<file path="src/rtl/controle_pkg.sv">
// rtl/controle_pkg.sv - shared op encodings, state type and cycle defaults for the MULT/DIV sequencer
package controle_pkg;

    typedef enum logic [1:0] {
        OP_MULT  = 2'b00,
        OP_MULTU = 2'b01,
        OP_DIV   = 2'b10,
        OP_DIVU  = 2'b11
    } op_t;

    typedef enum logic [1:0] {
        IDLE  = 2'b00,
        RUN   = 2'b01,
        WRITE = 2'b10,
        EXC   = 2'b11
    } state_t;

    localparam int DEFAULT_MULT_CYCLES = 32;
    localparam int DEFAULT_DIV_CYCLES  = 32;

    function automatic int max_int(input int a, input int b);
        return (a > b) ? a : b;
    endfunction

endpackage

</file>
<file path="src/rtl/contador_ciclos.sv">
// rtl/contador_ciclos.sv - loadable down-counter that saturates at zero
module contador_ciclos #(
    parameter int W = 6
) (
    input  logic         clock,
    input  logic         reset,
    input  logic         load,
    input  logic [W-1:0] load_value,
    input  logic         dec,
    input  logic         clear,
    output logic [W-1:0] count,
    output logic         zero
);

    // Load has priority over clear and decrement; decrement stops at zero.
    always_ff @(posedge clock or negedge reset) begin
        if (!reset) begin
            count <= '0;
        end else if (load) begin
            count <= load_value;
        end else if (clear) begin
            count <= '0;
        end else if (dec && (count != '0)) begin
            count <= count - 1'b1;
        end
    end

    assign zero = (count == '0);

endmodule

</file>
<file path="src/rtl/controle_multdiv.sv">
// rtl/controle_multdiv.sv - MULT/DIV sequencer with start/busy/done handshake, abort and div-by-zero exception
module controle_multdiv
    import controle_pkg::*;
#(
    parameter  int MULT_CYCLES = DEFAULT_MULT_CYCLES,
    parameter  int DIV_CYCLES  = DEFAULT_DIV_CYCLES,
    localparam int CNT_W       = $clog2(max_int(MULT_CYCLES, DIV_CYCLES) + 1)
) (
    input  logic             clock,
    input  logic             reset,
    input  logic             start,
    input  logic [1:0]       op,
    input  logic             divisor_zero,
    input  logic             abort,
    output logic             busy,
    output logic             mult_op,
    output logic             div_op,
    output logic             signed_op,
    output logic             reg_hi_write,
    output logic             reg_lo_write,
    output logic             mux_hi,
    output logic             mux_lo,
    output logic             done,
    output logic             div_zero_exc,
    output logic [CNT_W-1:0] count
);

    localparam logic [CNT_W-1:0] MULT_LOAD = CNT_W'(MULT_CYCLES - 1);
    localparam logic [CNT_W-1:0] DIV_LOAD  = CNT_W'(DIV_CYCLES - 1);

    state_t state;
    logic   op_div;
    logic   start_div;
    logic   accept_run;
    logic   cnt_load;
    logic   cnt_dec;
    logic   cnt_clear;
    logic   cnt_zero;

    assign start_div  = (op == OP_DIV) || (op == OP_DIVU);
    assign accept_run = (state == IDLE) && start && !(start_div && divisor_zero);
    assign cnt_load   = accept_run;
    assign cnt_dec    = (state == RUN) && !abort;
    assign cnt_clear  = (state == RUN) && abort;

    contador_ciclos #(
        .W (CNT_W)
    ) u_contador (
        .clock      (clock),
        .reset      (reset),
        .load       (cnt_load),
        .load_value (start_div ? DIV_LOAD : MULT_LOAD),
        .dec        (cnt_dec),
        .clear      (cnt_clear),
        .count      (count),
        .zero       (cnt_zero)
    );

    // Sequencer: every output is registered and reflects the state being entered.
    always_ff @(posedge clock or negedge reset) begin
        if (!reset) begin
            state        <= IDLE;
            op_div       <= 1'b0;
            busy         <= 1'b0;
            mult_op      <= 1'b0;
            div_op       <= 1'b0;
            signed_op    <= 1'b0;
            reg_hi_write <= 1'b0;
            reg_lo_write <= 1'b0;
            mux_hi       <= 1'b0;
            mux_lo       <= 1'b0;
            done         <= 1'b0;
            div_zero_exc <= 1'b0;
        end else begin
            mult_op      <= 1'b0;
            div_op       <= 1'b0;
            reg_hi_write <= 1'b0;
            reg_lo_write <= 1'b0;
            mux_hi       <= 1'b0;
            mux_lo       <= 1'b0;
            done         <= 1'b0;
            div_zero_exc <= 1'b0;
            case (state)
                IDLE: begin
                    if (start) begin
                        busy      <= 1'b1;
                        signed_op <= ~op[0];
                        if (start_div && divisor_zero) begin
                            state        <= EXC;
                            div_zero_exc <= 1'b1;
                        end else begin
                            state   <= RUN;
                            op_div  <= start_div;
                            mult_op <= ~start_div;
                            div_op  <= start_div;
                        end
                    end
                end
                RUN: begin
                    if (abort) begin
                        state     <= IDLE;
                        busy      <= 1'b0;
                        signed_op <= 1'b0;
                    end else if (cnt_zero) begin
                        state        <= WRITE;
                        reg_hi_write <= 1'b1;
                        reg_lo_write <= 1'b1;
                        done         <= 1'b1;
                        mux_hi       <= op_div;
                        mux_lo       <= op_div;
                    end else begin
                        mult_op <= ~op_div;
                        div_op  <= op_div;
                    end
                end
                WRITE, EXC: begin
                    state     <= IDLE;
                    busy      <= 1'b0;
                    signed_op <= 1'b0;
                end
                default: begin
                    state     <= IDLE;
                    busy      <= 1'b0;
                    signed_op <= 1'b0;
                end
            endcase
        end
    end

endmodule
</file>
<file path="config.mk">
export PLATFORM = sky130hd
export DESIGN_NAME = controle_multdiv
export DESIGN_NICKNAME = d
export VERILOG_FILES = /design/src/rtl/controle_pkg.sv /design/src/rtl/contador_ciclos.sv /design/src/rtl/controle_multdiv.sv
export SDC_FILE = /design/constraint.sdc
export NUM_CORES = 1
export LEC_CHECK = 0
export CORE_UTILIZATION = 35
export CTS_BUF_LIST = sky130_fd_sc_hd__clkbuf_16
export DETAILED_ROUTE_END_ITERATION = 6
export PLACE_DENSITY = 0.66
export SETUP_SLACK_MARGIN = 0.05
export SYNTH_ARGS = -nofsm -noshare
export SYNTH_HDL_FRONTEND = slang
export SYNTH_SLANG_ARGS = --single-unit
</file>
<file path="constraint.sdc">
create_clock -name clock -period 3.44 [get_ports clock]
set_clock_uncertainty 0.15 [all_clocks]
set_input_delay 0.86 -clock clock [delete_from_list [all_inputs] [get_ports clock]]
set_output_delay 0.86 -clock clock [all_outputs]
set_load 0.01 [all_outputs]
</file>
# ---- After elaboration in Yosys (flattened, before gate mapping)
# Index checks and enable logic that the tools add are counted.
dict set report op_classes {
  addsub 1
  eq_ne 8
  n_mux 32
  bitwise_logic 4
  reduce_logical 17
}
# op count
set op_table {}
lappend op_table {{$mux W1} 20}
lappend op_table {{$mux W6} 3}
lappend op_table {{$eq A2 B2 Y1 const B} 4}
lappend op_table {{$mux W2} 4}
lappend op_table {{$logic_and A1 B1 Y1} 6}
lappend op_table {{$logic_not A6 Y1} 1}
lappend op_table {{$pmux W1 S3} 2}
lappend op_table {{$pmux W2 S3} 1}
lappend op_table {{$reduce_bool A6 Y1} 1}
lappend op_table {{$sub A6 B1 Y6 const B} 1}
lappend op_table {{$ne A2 B2 Y1 const B} 2}
lappend op_table {{$not A1 Y1} 4}
lappend op_table {{$pmux W1 S2} 2}
lappend op_table {{$reduce_and A2 Y1} 2}
lappend op_table {{$ne A3 B3 Y1 const B} 1}
lappend op_table {{$reduce_and A3 Y1} 1}
lappend op_table {{$reduce_bool A3 Y1} 1}
lappend op_table {{$eq A2 B1 Y1 const B} 1}
lappend op_table {{$logic_not A1 Y1} 2}
lappend op_table {{$logic_not A2 Y1} 1}
lappend op_table {{$reduce_or A2 Y1} 1}
lappend op_table {{$logic_or A1 B1 Y1} 1}
dict set report word_totals {
  reg_bits 16
  inputBits 7
  output_inout_bits 16
  word_cells 72
}

# ---- Depth between registers and ports, before layout
dict set report depth {
  depth_word 6
  mapped_depth 5
  mapped_depth_nobuf 5
}

# ---- Cells and area by module
# Synthesis repeated with hierarchy kept, for this count alone.
dict set report hier_totals {
  cells_unflattened 87
  hier_area_um2 848.3
}
# mod instances cells_per_inst area_each_um2 seq_area_each_um2
set modules_own_cells {}
lappend modules_own_cells {controle_multdiv 1 43 469.2 250.2}
lappend modules_own_cells {contador_ciclos 1 44 379.1 150.1}

# ---- Worst setup path after synthesis
# Ideal clock, no wire load.
dict set report synth_timing {
  kind {input -> register}
  start {input port abort}
  end {register u_contador.count[5]}
  setup_time_ps 82
  t_arrival_ps 2092
  required_ps 3208
  setup_slack_ps 1116
  stages 4
  n_path_buf 1
  path_cell_list {buf_6 or4b_1 or4b_1 a31oi_1}
}
dict set report synth_via {
  elab_chain_len 4
  word_cells_on_any_way 7
  cone_classes {2 x mux; 5 x reduce/logical}
}
# element line_no
set synth_rtl {}
lappend synth_rtl {{from (decl)} controle_multdiv.sv:14} ;# input logic abort,
lappend synth_rtl {{$logic_not A1 Y1} controle_multdiv.sv:43} ;# assign cnt_dec = (state == RUN) && !abort;
lappend synth_rtl {{$logic_and A1 B1 Y1} controle_multdiv.sv:43}
lappend synth_rtl {{$logic_and A1 B1 Y1} contador_ciclos.sv:23} ;# end else if (dec && (count != '0)) begin
lappend synth_rtl {{$reduce_bool A3 Y1 (no line)} n/a}
lappend synth_rtl {{to (signal assigned)} contador_ciclos.sv:20} ;# count <= load_value;
lappend synth_rtl {{to (signal assigned)} contador_ciclos.sv:24} ;# count <= count - 1'b1;
lappend synth_rtl {{to (decl)} contador_ciclos.sv:11} ;# output logic [W-1:0] count,
# Several ways; a longest one is shown, not always the timed one.
# A chain may end at the register's enable or synchronous reset.

# ---- Final worst setup path
# Same ends and word-level chain as after synthesis.

==> results.json <==
{
  "setup_tns_ps": 0,
  "grt_util_met2": 0.213,
  "cts_resized": 0,
  "finalMaxSlewViolations": 0,
  "clock_latency_ps": 240,
  "p_leak_nw": 0.466,
  "antenna_found_initial": 0,
  "ant_nets": 0,
  "drv_cap": 0,
  "dieArea_sq_mm": 0.00259,
  "dr.pass1.iters": 4,
  "swShare": 0.323,
  "overflow": 0,
  "diodes": 0,
  "coreArea_sq_mm": 0.00223,
  "synth_area_sq_um": 837,
  "cts_root_buf": "clkbuf_16",
  "status": "complete, no violations",
  "synth_area_leaders": "dfrtp_1 48%, a221o_1 3.6%, nor2_1 3.1%",
  "hpwl_mm": 1.19,
  "drc": 0,
  "crit_type": "primary input to flip-flop",
  "arrival_ps": 2610,
  "rows": 17,
  "worst_slack_ps": 843,
  "clock-sinks": 16,
  "clock.fmax_mhz": 385,
  "via_per_inst": 5.50,
  "initial_core_util": 0.375,
  "seqPwrFrac": 0.376,
  "pin_count": 23,
  "numCtsBuffers": 3,
  "ys_types": 38,
  "p_int_mw": 0.557,
  "ys_ff_latch": 16,
  "ys.flop_type": "dfrtp_1",
  "syn_area_per_cell_sq_um": 10.5,
  "synth_top_area_frac": 0.478,
  "wl_per_cell_um": 13.5,
  "htree_levels": 1,
  "port_buffers": 22,
  "cp.required_ps": 3450,
  "gr-usage-met3": 0.0268,
  "slew_headroom": 0.517,
  "cts.path.max_buffers": 2,
  "critical_path.endpoint_type": "flip-flop",
  "place_ws_ps": 587,
  "ys_warn_count": 0,
  "critPathSlowestCell": "clkdlybuf4s50_1",
  "power.density_mw_per_mm2": 731,
  "fill_cells": 214,
  "async_reset_ff_frac": 1.00,
  "min_path_type": "flip-flop to flip-flop",
  "synth_nets": 88,
  "grt_pass1_wl_mm": 2.82,
  "cpPeakStageDelay_ps": 540,
  "die_x_um": 50.9,
  "power_switching_mw": 0.266,
  "cts_tree": "built",
  "tightest_slew_ps": 722,
  "die_height_um": 50.9,
  "grt_max_degree": 17,
  "clk_pin_slew_ps": 50,
  "clockPowerShare": 0.275,
  "grtUsageMet1": 0.204,
  "area_growth_pct": 34.4,
  "first_global_vias": 606,
  "finalSetupViolations": 0,
  "via_count": 699,
  "min_period_ps": 2600,
  "drive_gt1_frac": 0.0606,
  "gp_congestion": 0.774,
  "ir_drop_v": 0.000325,
  "cts_setup_buffers": 0,
  "rsz0062_at_grt": "false",
  "synth_top_area_cell": "dfrtp_1",
  "drt_iter0_markers": 22,
  "yosysSeqAreaShare": 0.478,
  "crit_chain": "clkdlybuf4s50_1 -> or4b_1 -> or4b_1 -> a31oi_1",
  "start_kind": "primary input",
  "power_frac_comb": 0.349,
  "synth-edff-count": 0,
  "worstPathMaxFanout": 8,
  "min_period_over_period": 0.755,
  "finalHoldViolCount": 0,
  "grtUsageTotal": 0.149,
  "busiest_layer": "met2",
  "fin_nets": 108,
  "wirelength_mm": 1.71,
  "cpMostUsedCell": "or4b_1",
  "postSynthCellCount": 80,
  "hold_buffers": 0
}
-- per-layer routing --
metal / wire length (um) / part of all wire
met1: 806 / 0.47
met4: 31 / 0.018
met2: 760 / 0.44
met3: 113 / 0.066
met5: 0 / 0
-- power by group through the flow --
stage / clock network (mW) / logic [mW] / registers [mW]
3_5_place_dp: 0 / 0.288 / 0.312
5_1_grt: 0.240 / 0.315 / 0.322
6_report: 0.226 / 0.287 / 0.310
2_1_floorplan: 0 / 0.150 / 0.316
4_1_cts: 0.229 / 0.291 / 0.311
3_3_place_gp: 0 / 0.288 / 0.312
-- layout by cell type, fill, tap and decap left out, types with 2 or more instances in the layout --
cell type and count:
a21o_1 2, a21oi_1 5, inv_1 4, nand2b_1 4
a221o_1 3, or4b_1 2, nand2_1 3, clkbuf_16 3
nand3_1 2, dfrtp_1 16, nor2_1 7, clkdlybuf4s50_1 22
nand4_1 2
-- per-stage QoR --
stage | std cells | instance area [sq um] | util | hold slack (ps) | total power, mW
floorplan | 80 | 837 | - | 344 | 0.466
global placement | 123 | 1050 | 0.468 | 384 | 0.600
detailed placement | 123 | 1050 | 0.468 | 399 | 0.600
CTS | 127 | 1120 | 0.504 | 415 | 0.831
global route | 127 | 1120 | 0.504 | 435 | 0.877
finish | 127 | 1120 | 0.504 | 402 | 0.823
-- final timing paths --
path	start	to	slack, ps	cells after the start
max reg2reg	u_contador.count[1]	u_contador.count[4]	1340	5
min	op_div	op_div	400	1
max	abort	u_contador.count[5]	840	4
min in group asynchronous	reset	u_contador.count[4]	900	1
max in group asynchronous	reset	u_contador.count[1]	1780	1
min reg2reg	op_div	op_div	400	1
-- Yosys cell counts, drive strengths merged, types with 2 or more instances --
library cell,instances
nand2b,4
nand3,2
nand4,2
or4b,2
a221o,3
clkbuf,2
dfrtp,16
a21oi,5
nand2,3
nor2,7
inv,4
nor3b,2
buf,5
a21o,2
-- cell families (layout without fill, tap and decap cells) --
kind of cell	after synthesis	count (layout)	synth area share
and+or+nand+nor	29	29	0.215
DFF	16	16	0.478
buffers and inverters	11	30	0.0732
adders and majority gates	1	1	0.0149
muxes	1	1	0.0135
AOI/OAI and AO/OA	22	22	0.205
-- registers in the layout (all words and copies together), names as in the netlist --
register,count
mult_op,1
div_op,1
op_div,1
u_contador.count,6
state,2
div_zero_exc,1
mux_lo,1
signed_op,1
done,1
busy,1
-- critical path, delay by kind of cell --
| kind | cells | cell delay (ps) |
|---|---|---|
| simple gates | 2 | 1030 |
| buf+inv | 1 | 540 |
| compound gates | 1 | 180 |
-- cell type report --
| class | count | area (sq um) | share of cell area |
|---|---|---|---|
| clock inverter | 1 | 3.75 | 0.00334 |
| sequential | 16 | 400 | 0.356 |
| tap | 28 | 35.0 | 0.0311 |
| clock buffer | 3 | 75.1 | 0.0667 |
| multi-input combinational | 53 | 375 | 0.334 |
| inverter | 4 | 15.0 | 0.0133 |
| timing repair buffer | 22 | 220 | 0.196 |
Power figures use the tool's default switching activity.
